`config.mk`:
```
export PLATFORM = sky130hd
export DESIGN_NAME = uart_rx_byte
export DESIGN_NICKNAME = d
export VERILOG_FILES = /design/src/rtl/uart_defs.sv /design/src/rtl/uart_sync2.sv /design/src/rtl/uart_rx_byte.sv
export SDC_FILE = /design/constraint.sdc
export NUM_CORES = 1
export LEC_CHECK = 0
export ABC_AREA = 0
export BUFFER_PORTS_ARGS = -buffer_cell sky130_fd_sc_hd__buf_2
export CORE_MARGIN = 3
export CORE_UTILIZATION = 50
export DETAILED_ROUTE_END_ITERATION = 8
export GPL_ROUTABILITY_DRIVEN = 0
export PLACE_DENSITY = 0.65
export SLEW_MARGIN = 20
export SYNTH_ARGS = -nofsm -noshare
export SYNTH_HDL_FRONTEND = slang
export SYNTH_SLANG_ARGS = --single-unit
```
`constraint.sdc`:
```
create_clock -name clk_25mhz -period 6.7 [get_ports clk_25mhz]
set_clock_uncertainty 0.2 [all_clocks]
set_input_delay 1.675 -clock clk_25mhz [delete_from_list [all_inputs] [get_ports clk_25mhz]]
set_output_delay 1.675 -clock clk_25mhz [all_outputs]
set_load 0.01 [all_outputs]
```
`src/rtl/uart_defs.sv`:
```
// ---------------------------------------------------------------------------
// uart_defs
// Shared definitions for the UART receive path: FSM state encoding, frame
// width, default bit period for a 25 MHz clock at 115200 baud, and the
// three-input majority voter used by the optional majority-sampling build.
// ---------------------------------------------------------------------------
package uart_defs;

    typedef enum logic [2:0] {
        ST_IDLE      = 3'd0,
        ST_START     = 3'd1,
        ST_DATA      = 3'd2,
        ST_STOP      = 3'd3,
        ST_WAIT_HIGH = 3'd4
    } uart_state_e;

    localparam int UART_DATA_BITS            = 8;
    localparam int UART_DEFAULT_CLKS_PER_BIT = 217;

    // Two-of-three vote over consecutive samples of the synchronised line.
    function automatic logic majority3(input logic a, input logic b, input logic c);
        return (a & b) | (a & c) | (b & c);
    endfunction

endpackage

```
`src/rtl/uart_sync2.sv`:
```
// ---------------------------------------------------------------------------
// uart_sync2
// Two-flop synchroniser for a single asynchronous input. The flops reset to
// RESET_VAL so an idle-high line does not look like activity out of reset.
// Ports:
//   clk    in  1  destination clock
//   rst_n  in  1  asynchronous active-low reset
//   d      in  1  asynchronous input
//   q      out 1  d delayed by two clk flops
// ---------------------------------------------------------------------------
module uart_sync2 #(
    parameter logic RESET_VAL = 1'b1
) (
    input  logic clk,
    input  logic rst_n,
    input  logic d,
    output logic q
);

    logic meta_r;
    logic sync_r;

    // Two-stage capture of the asynchronous input.
    always_ff @(posedge clk or negedge rst_n) begin
        if (!rst_n) begin
            meta_r <= RESET_VAL;
            sync_r <= RESET_VAL;
        end else begin
            meta_r <= d;
            sync_r <= meta_r;
        end
    end

    assign q = sync_r;

endmodule

```
`src/rtl/uart_rx_byte.sv`:
```
// ---------------------------------------------------------------------------
// uart_rx_byte
// 8N1 UART receiver feeding the terminal parser through a valid/ready
// handshake. The line is sampled at mid-bit; a start bit that is high again
// at its mid-sample is treated as a glitch. A low stop bit raises a framing
// error and the receiver waits for the line to go high before re-arming, so
// a break does not retrigger reception. One received byte is held; a byte
// completed while the holding register is full and not being accepted is
// dropped with an overrun pulse.
//
// Build option: define UART_RX_MAJORITY_EN to decide every start/data/stop
// sample by majority of the last three synchronised line values.
//
// Ports:
//   clk_25mhz    in  1  system clock
//   rst_n        in  1  asynchronous active-low reset
//   rx_i         in  1  raw serial line, idle high, asynchronous
//   data_o       out 8  received byte
//   valid_o      out 1  data_o holds an unconsumed byte
//   ready_i      in  1  consumer accepts data_o when valid_o & ready_i
//   frame_err_o  out 1  one-cycle pulse: stop bit sampled low
//   overrun_o    out 1  one-cycle pulse: byte dropped, holding register full
//   busy_o       out 1  receiver is not idle
// ---------------------------------------------------------------------------
module uart_rx_byte
    import uart_defs::*;
#(
    parameter int CLKS_PER_BIT = UART_DEFAULT_CLKS_PER_BIT
) (
    input  logic                      clk_25mhz,
    input  logic                      rst_n,
    input  logic                      rx_i,
    output logic [UART_DATA_BITS-1:0] data_o,
    output logic                      valid_o,
    input  logic                      ready_i,
    output logic                      frame_err_o,
    output logic                      overrun_o,
    output logic                      busy_o
);

    localparam int HALF_BIT = CLKS_PER_BIT / 2;

    // Counters are loaded with (period - 1) and the sample is taken at zero,
    // so a load of HALF_BIT-1 puts the start sample HALF_BIT cycles after the
    // first low cycle, and CLKS_PER_BIT-1 spaces later samples one bit apart.
    localparam logic [15:0] HALF_LOAD = 16'(HALF_BIT - 1);
    localparam logic [15:0] BIT_LOAD  = 16'(CLKS_PER_BIT - 1);
    localparam logic [2:0]  LAST_BIT  = 3'(UART_DATA_BITS - 1);

    logic                      rx_s;
    logic                      sample_s;

    uart_state_e               state_r;
    uart_state_e               state_next_s;
    logic [15:0]               cnt_r;
    logic [15:0]               cnt_next_s;
    logic [2:0]                bit_r;
    logic [2:0]                bit_next_s;
    logic [UART_DATA_BITS-1:0] shift_r;
    logic [UART_DATA_BITS-1:0] shift_next_s;
    logic                      deliver_s;
    logic                      ferr_s;
    logic                      load_s;
    logic                      overrun_s;

    logic [UART_DATA_BITS-1:0] data_r;
    logic                      valid_r;
    logic                      ferr_r;
    logic                      overrun_r;
    logic                      busy_r;

    uart_sync2 #(
        .RESET_VAL (1'b1)
    ) u_sync (
        .clk   (clk_25mhz),
        .rst_n (rst_n),
        .d     (rx_i),
        .q     (rx_s)
    );

`ifdef UART_RX_MAJORITY_EN
    // hist_r[0] is rx_s one cycle ago, hist_r[1] two cycles ago.
    logic [1:0] hist_r;

    // Short history of the synchronised line for the majority voter.
    always_ff @(posedge clk_25mhz or negedge rst_n) begin
        if (!rst_n) begin
            hist_r <= 2'b11;
        end else begin
            hist_r <= {hist_r[0], rx_s};
        end
    end

    assign sample_s = majority3(rx_s, hist_r[0], hist_r[1]);
`else
    assign sample_s = rx_s;
`endif

    // Receive FSM state, bit timing and shift register.
    always_ff @(posedge clk_25mhz or negedge rst_n) begin
        if (!rst_n) begin
            state_r <= ST_IDLE;
            cnt_r   <= 16'd0;
            bit_r   <= 3'd0;
            shift_r <= '0;
        end else begin
            state_r <= state_next_s;
            cnt_r   <= cnt_next_s;
            bit_r   <= bit_next_s;
            shift_r <= shift_next_s;
        end
    end

    // Next-state, bit timing and sample decisions.
    always_comb begin
        state_next_s = state_r;
        cnt_next_s   = cnt_r;
        bit_next_s   = bit_r;
        shift_next_s = shift_r;
        deliver_s    = 1'b0;
        ferr_s       = 1'b0;
        case (state_r)
            ST_IDLE: begin
                // Edge detection uses the raw synchronised line so the
                // sample schedule is anchored to the first low cycle.
                if (!rx_s) begin
                    cnt_next_s   = HALF_LOAD;
                    state_next_s = ST_START;
                end else begin
                    state_next_s = ST_IDLE;
                end
            end
            ST_START: begin
                if (cnt_r == 16'd0) begin
                    if (!sample_s) begin
                        bit_next_s   = 3'd0;
                        cnt_next_s   = BIT_LOAD;
                        state_next_s = ST_DATA;
                    end else begin
                        state_next_s = ST_IDLE;
                    end
                end else begin
                    cnt_next_s = cnt_r - 16'd1;
                end
            end
            ST_DATA: begin
                if (cnt_r == 16'd0) begin
                    shift_next_s[bit_r] = sample_s;
                    cnt_next_s          = BIT_LOAD;
                    if (bit_r == LAST_BIT) begin
                        state_next_s = ST_STOP;
                    end else begin
                        bit_next_s = bit_r + 3'd1;
                    end
                end else begin
                    cnt_next_s = cnt_r - 16'd1;
                end
            end
            ST_STOP: begin
                // Returning to IDLE at the stop mid-sample leaves half a bit
                // to spot the next start edge of a back-to-back frame.
                if (cnt_r == 16'd0) begin
                    if (sample_s) begin
                        deliver_s    = 1'b1;
                        state_next_s = ST_IDLE;
                    end else begin
                        ferr_s       = 1'b1;
                        state_next_s = ST_WAIT_HIGH;
                    end
                end else begin
                    cnt_next_s = cnt_r - 16'd1;
                end
            end
            ST_WAIT_HIGH: begin
                if (rx_s) begin
                    state_next_s = ST_IDLE;
                end else begin
                    state_next_s = ST_WAIT_HIGH;
                end
            end
            default: begin
                state_next_s = ST_IDLE;
            end
        endcase
    end

    // A finished byte loads if the holder is empty or is being drained in
    // the same cycle; otherwise it is dropped.
    assign load_s    = deliver_s & (~valid_r | ready_i);
    assign overrun_s = deliver_s & valid_r & ~ready_i;

    // Holding register, handshake and status outputs.
    always_ff @(posedge clk_25mhz or negedge rst_n) begin
        if (!rst_n) begin
            data_r    <= '0;
            valid_r   <= 1'b0;
            ferr_r    <= 1'b0;
            overrun_r <= 1'b0;
            busy_r    <= 1'b0;
        end else begin
            if (load_s) begin
                data_r  <= shift_r;
                valid_r <= 1'b1;
            end else if (valid_r && ready_i) begin
                valid_r <= 1'b0;
            end else begin
                valid_r <= valid_r;
            end
            ferr_r    <= ferr_s;
            overrun_r <= overrun_s;
            busy_r    <= (state_next_s != ST_IDLE);
        end
    end

    assign data_o      = data_r;
    assign valid_o     = valid_r;
    assign frame_err_o = ferr_r;
    assign overrun_o   = overrun_r;
    assign busy_o      = busy_r;

endmodule

```
# Yosys cells after proc, flatten, opt, wreduce, memory -nomap -nowiden
# Cells that the tools add are included.
# totals
input_bits	4
register_bits	44
wordCells	74
out_inout_bits	12
# op_classes
n_reduce_logical	11
addsub	2
eq_ne	12
bitwise	6
n_mux	30
order_cmp	2
# ops
op	n
2-to-1 mux 16 bit	5
one-hot mux 16 bit (4 select lines)	1
2-to-1 mux 3 bit	9
zero test 16 bit	1
subtractor 16 x 1 -> 16 bit (second input constant)	1
one-hot mux 3 bit (5 select lines)	1
!= test 2 bit (second input constant)	6
2-to-1 mux 1 bit	10
bitwise mux 8 bit	1
equality test 3 x 2 -> 1 bit (second input constant)	2
equality test 3 bit (second input constant)	2
one-hot mux 3 bit (2 select lines)	1
AND reduction 5 bit	1
less-than comparator 3 x 4 -> 1 bit (second input constant)	1
AND reduction 4 bit	1
nonzero test 2 bit	2
nonzero test 4 bit	1
adder 3 x 1 -> 3 bit (second input constant)	1
AND 1 bit	3
demux 1 bit (select 3 bit)	1
equality test 3 x 1 -> 1 bit (second input constant)	1
>= comparator 3 x 1 -> 1 bit (second input constant)	1
zero test 3 bit	1
!= test 3 bit (second input constant)	1
6 further kinds	8

# Depth between registers and ports, before layout
# logic_depth
depth_word	5
mapped_depth	9
depth_no_buf	7

# Modules after synthesis
# From an unflattened synthesis, not the netlist that was laid out.
# hier_totals
cells_unflattened	224
area_unflattened_um2	2248.4
# by_module_without_submodules
module	area_per_inst_um2	seq_area_each_um2	instances	cells_each
uart_rx_byte	2195.9	1051.0	1	222
uart_sync2	52.6	52.6	1	2

# Worst setup path after synthesis
# Ideal clock, no wire load.
# synth_timing
path_type	input -> register
from	input ready_i
to	register data_r[0] (netlist: data_o[0])
cell_stages	4
n_path_buf	0
slack_ns	3.798
t_arrival_ns	2.578
cell_sequence	nand2b_1 > nand4_1 > nor3_4 > mux2_2
# synth_between
elab_chain_cells	2
# synth_rtl
item	line_no	source
from (decl)	uart_rx_byte.sv:35	input logic ready_i,
bitwise OR 1 bit	uart_rx_byte.sv:189	assign load_s = deliver_s & (~valid_r | ready_i);
AND 1 bit	uart_rx_byte.sv:189	
to (signal assigned)	uart_rx_byte.sv:202	data_r <= shift_r;
to (decl)	uart_rx_byte.sv:66	logic [UART_DATA_BITS-1:0] data_r;
# Every way passes these cells.
# A chain may end at the register's enable or synchronous reset.

# Worst setup path after layout
# layout_timing
from	input ready_i
to	register data_r[2] (netlist: data_o[2])
# Same word-level chain as after synthesis.

==> metrics.txt <==
Area contributors post-synth dfrtp_1 (47%), mux2_2 (8.5%), nor2_1 (4.0%), a31oi_1 (2.5%), dfstp_2 (2.3%); Root Buffer clkbuf_8; Max Root-Sink Buffers 2; slew margin rel. 0.364; H-tree Lvls 2; largest family of logic cells by synthesized area simple AND/OR/NAND/NOR gates; vias in the first global route 1711; setup ws final 3.92 ns; first-pass iteration count of the detailed router 4; pwr/cell area 199 mW/mm²; num ports 16; synthesized area 0.00225 mm²; sequential area share after synthesis 0.491; Worst setup SP type primary input; Adder-Cell Fraction of Synth Area 0.0222; final hold vios 0; total wire length 4770 µm; Critical Path AT 2.78 ns; Worst-Margin Slew 0.954 ns; routed via count 1700; Worst-path clk slew 0.09 ns; CTS sink cnt 44; syn_nets 224; setup TNS 0 ns; Avg WL per Cell 17.1 µm; maximum vdd drop 122 µV; crit path time final 2.78 ns; post-synthesis simple-gate area fraction 0.217; post-CTS resize count 0; CP max-delay cell mux2_2; Chip Width 73.1 µm; Slew Limit Fails 0; DRC violations left 0; syn avg cell area 10.4 µm²; final setup vio count 0; multiplexer share of the synthesized area 0.0984; kind of critical path in -> reg; GR Overflow Total 0; dpl hpwl 3330 µm; Post-synth ARST share 1.00; largest net degree at the start of global routing 45; Setup Buffers After CTS 0; Main synth FF type dfrtp_1; layout overhead on the synthesized area 8.90%; Initial Utilization 0.539; gr usage total 0.193; Netlist cell types 48; CP required 6.70 ns; Crit Path Max Fanout 8; Yosys top cell area share 0.467; Initial DRC Count 129; antenna viol nets, final 0; nets@finish 236; P_leak 1.15 nW; post-synth top area cell dfrtp_1; xor and xnor area share after synthesis 0; Yosys reg bits 44; Filler cells 350; Vias/cell 6.09; CP Cell Sequence buf_2 -> nand2b_1 -> nand4_1 -> nor3_4 -> mux2_2; TritonCTS Buffers 5; CP Capture Type flop; CTS tree done; pre-CTS WS 3.56 ns; area fraction in compound gates after synthesis 0.141; cell family with most CP delay simple AND/OR/NAND/NOR gates; core area 0.00417 mm²; antenna cells 0; CP peak stage delay 0.39 ns; max_cap viols 0; gate count of the mapped netlist 216; Final period util 0.415; HP Class reg -> reg; Die Y 73.1 µm; layout cells sized above 1 0.227; global-route wire length before repair 7920 µm; die area 0.00534 mm²; Site Rows 23; status complete, no violations; Worst Path Buf+Inv 1; RSZ-0062 raised after global routing false; Synthesis Warnings 0; Clk Latency, worst-skew pair 0.31 ns; Fmax achieved 0.360 GHz; IO Port Bufs 15; antenna violations before repair 0; Post-synth EDFFs 0; Hold Buf Count CTS 0
==> per-layer routing <==
metal | global-route usage | wire length, µm | share of wire | vias to the layer above
met1 | 0.233 | 2020 | 0.42 | 830
met3 | 0.0399 | 187 | 0.039 | 9
met5 | 0 | 0 | 0 | -
met2 | 0.326 | 2470 | 0.52 | 37
li1 | - | - | - | 824
met4 | 0.0922 | 84 | 0.018 | 0
==> where the power goes <==
part | switching (mW) | total, mW | internal (mW) | leakage [nW]
sequential | 0.00146 | 0.268 | 0.266 | 0.572
clock | 0.101 | 0.214 | 0.112 | 0.0583
combinational | 0.00538 | 0.00640 | 0.00102 | 0.515
total | 0.108 | 0.488 | 0.380 | 1.15
==> final timing paths <==
kind / startpoint / endpoint / slack, ns / cells past startpoint
worst max-delay path: ready_i / data_o[2] / 3.92 / 5
worst min-delay path: u_sync.meta_r / u_sync.q / 0.16 / 0
worst max register to register: cnt_r[7] / data_o[2] / 4.17 / 5
worst min register to register: u_sync.meta_r / u_sync.q / 0.16 / 0
max in group asynchronous: rst_n / shift_r[6] / 4.40 / 1
min in group asynchronous: rst_n / cnt_r[3] / 1.31 / 1
==> final cells by class <==
cell class | count | area [µm²] | share of cell area
sequential | 44 | 1100 | 0.450
timing repair buffer | 15 | 75.1 | 0.0306
multi-input combinational | 158 | 1080 | 0.440
tap | 50 | 62.6 | 0.0255
inverter | 4 | 15.0 | 0.00613
clock inverter | 3 | 47.5 | 0.0194
clock buffer | 5 | 68.8 | 0.0281
==> synthesized netlist by cell type (3+ instances only) <==
| cell | number |
|---|---|
| ha_1 | 4 |
| nand4_1 | 7 |
| nand3_1 | 5 |
| or2_2 | 5 |
| o21ai_0 | 7 |
| mux2_2 | 17 |
| nor2_1 | 24 |
| a21o_1 | 4 |
| nand2_1 | 9 |
| nor4_1 | 4 |
| mux2i_1 | 3 |
| dfrtp_1 | 42 |
| nor3_1 | 10 |
| buf_2 | 4 |
| or4_1 | 3 |
| a21oi_1 | 10 |
| a31oi_1 | 9 |
| a2bb2oi_1 | 3 |
| inv_1 | 4 |
| clkbuf_1 | 3 |
| nor2b_1 | 3 |
==> flip-flops by register name, summed over array words and instances, names as in the netlist <==
register / count
bit_r: 3
busy_o: 1
cnt_r: 16
data_o: 8
frame_err_o: 1
overrun_o: 1
shift_r: 8
state_r: 3
u_sync.meta_r: 1
u_sync.q: 1
valid_o: 1
==> stage by stage <==
stage | std cells | power [mW] | hold WS [ns] | cell area [µm²] | utilization
floorplan | 216 | 0.273 | 0.145 | 2250 | -
global placement | 271 | 0.280 | 0.147 | 2330 | 0.559
detailed placement | 271 | 0.280 | 0.150 | 2330 | 0.559
CTS | 279 | 0.490 | 0.166 | 2450 | 0.587
global route | 279 | 0.502 | 0.171 | 2450 | 0.587
finish | 279 | 0.488 | 0.164 | 2450 | 0.587
==> layout by cell type, fill, tap and decap left out, types with 3 or more instances in the layout <==
master     synthesis  final
ha_1               4      4
nand4_1            7      7
a2bb2oi_1          3      3
clkbuf_8           0      5
inv_1              4      4
nand3_1            5      5
mux2i_1            3      3
o21ai_0            7      7
nor2_1            24     24
nor3_1            10     10
or4_1              3      3
nor2b_1            3      3
buf_2              4     15
mux2_2            17     17
nand2_1            9      9
a31oi_1            9      9
nor4_1             4      4
or2_2              5      5
dfrtp_1           42     42
a21o_1             4      4
a21oi_1           10     10
==> logic make-up (layout without fill, tap and decap cells) <==
family | count (synthesis) | in the layout
DFF | 44 | 44
muxes | 20 | 20
and+or+nand+nor | 86 | 86
adders and majority gates | 4 | 4
buffers and inverters | 14 | 27
AOI/OAI and AO/OA | 48 | 48
(Power assumes the default switching activity.)
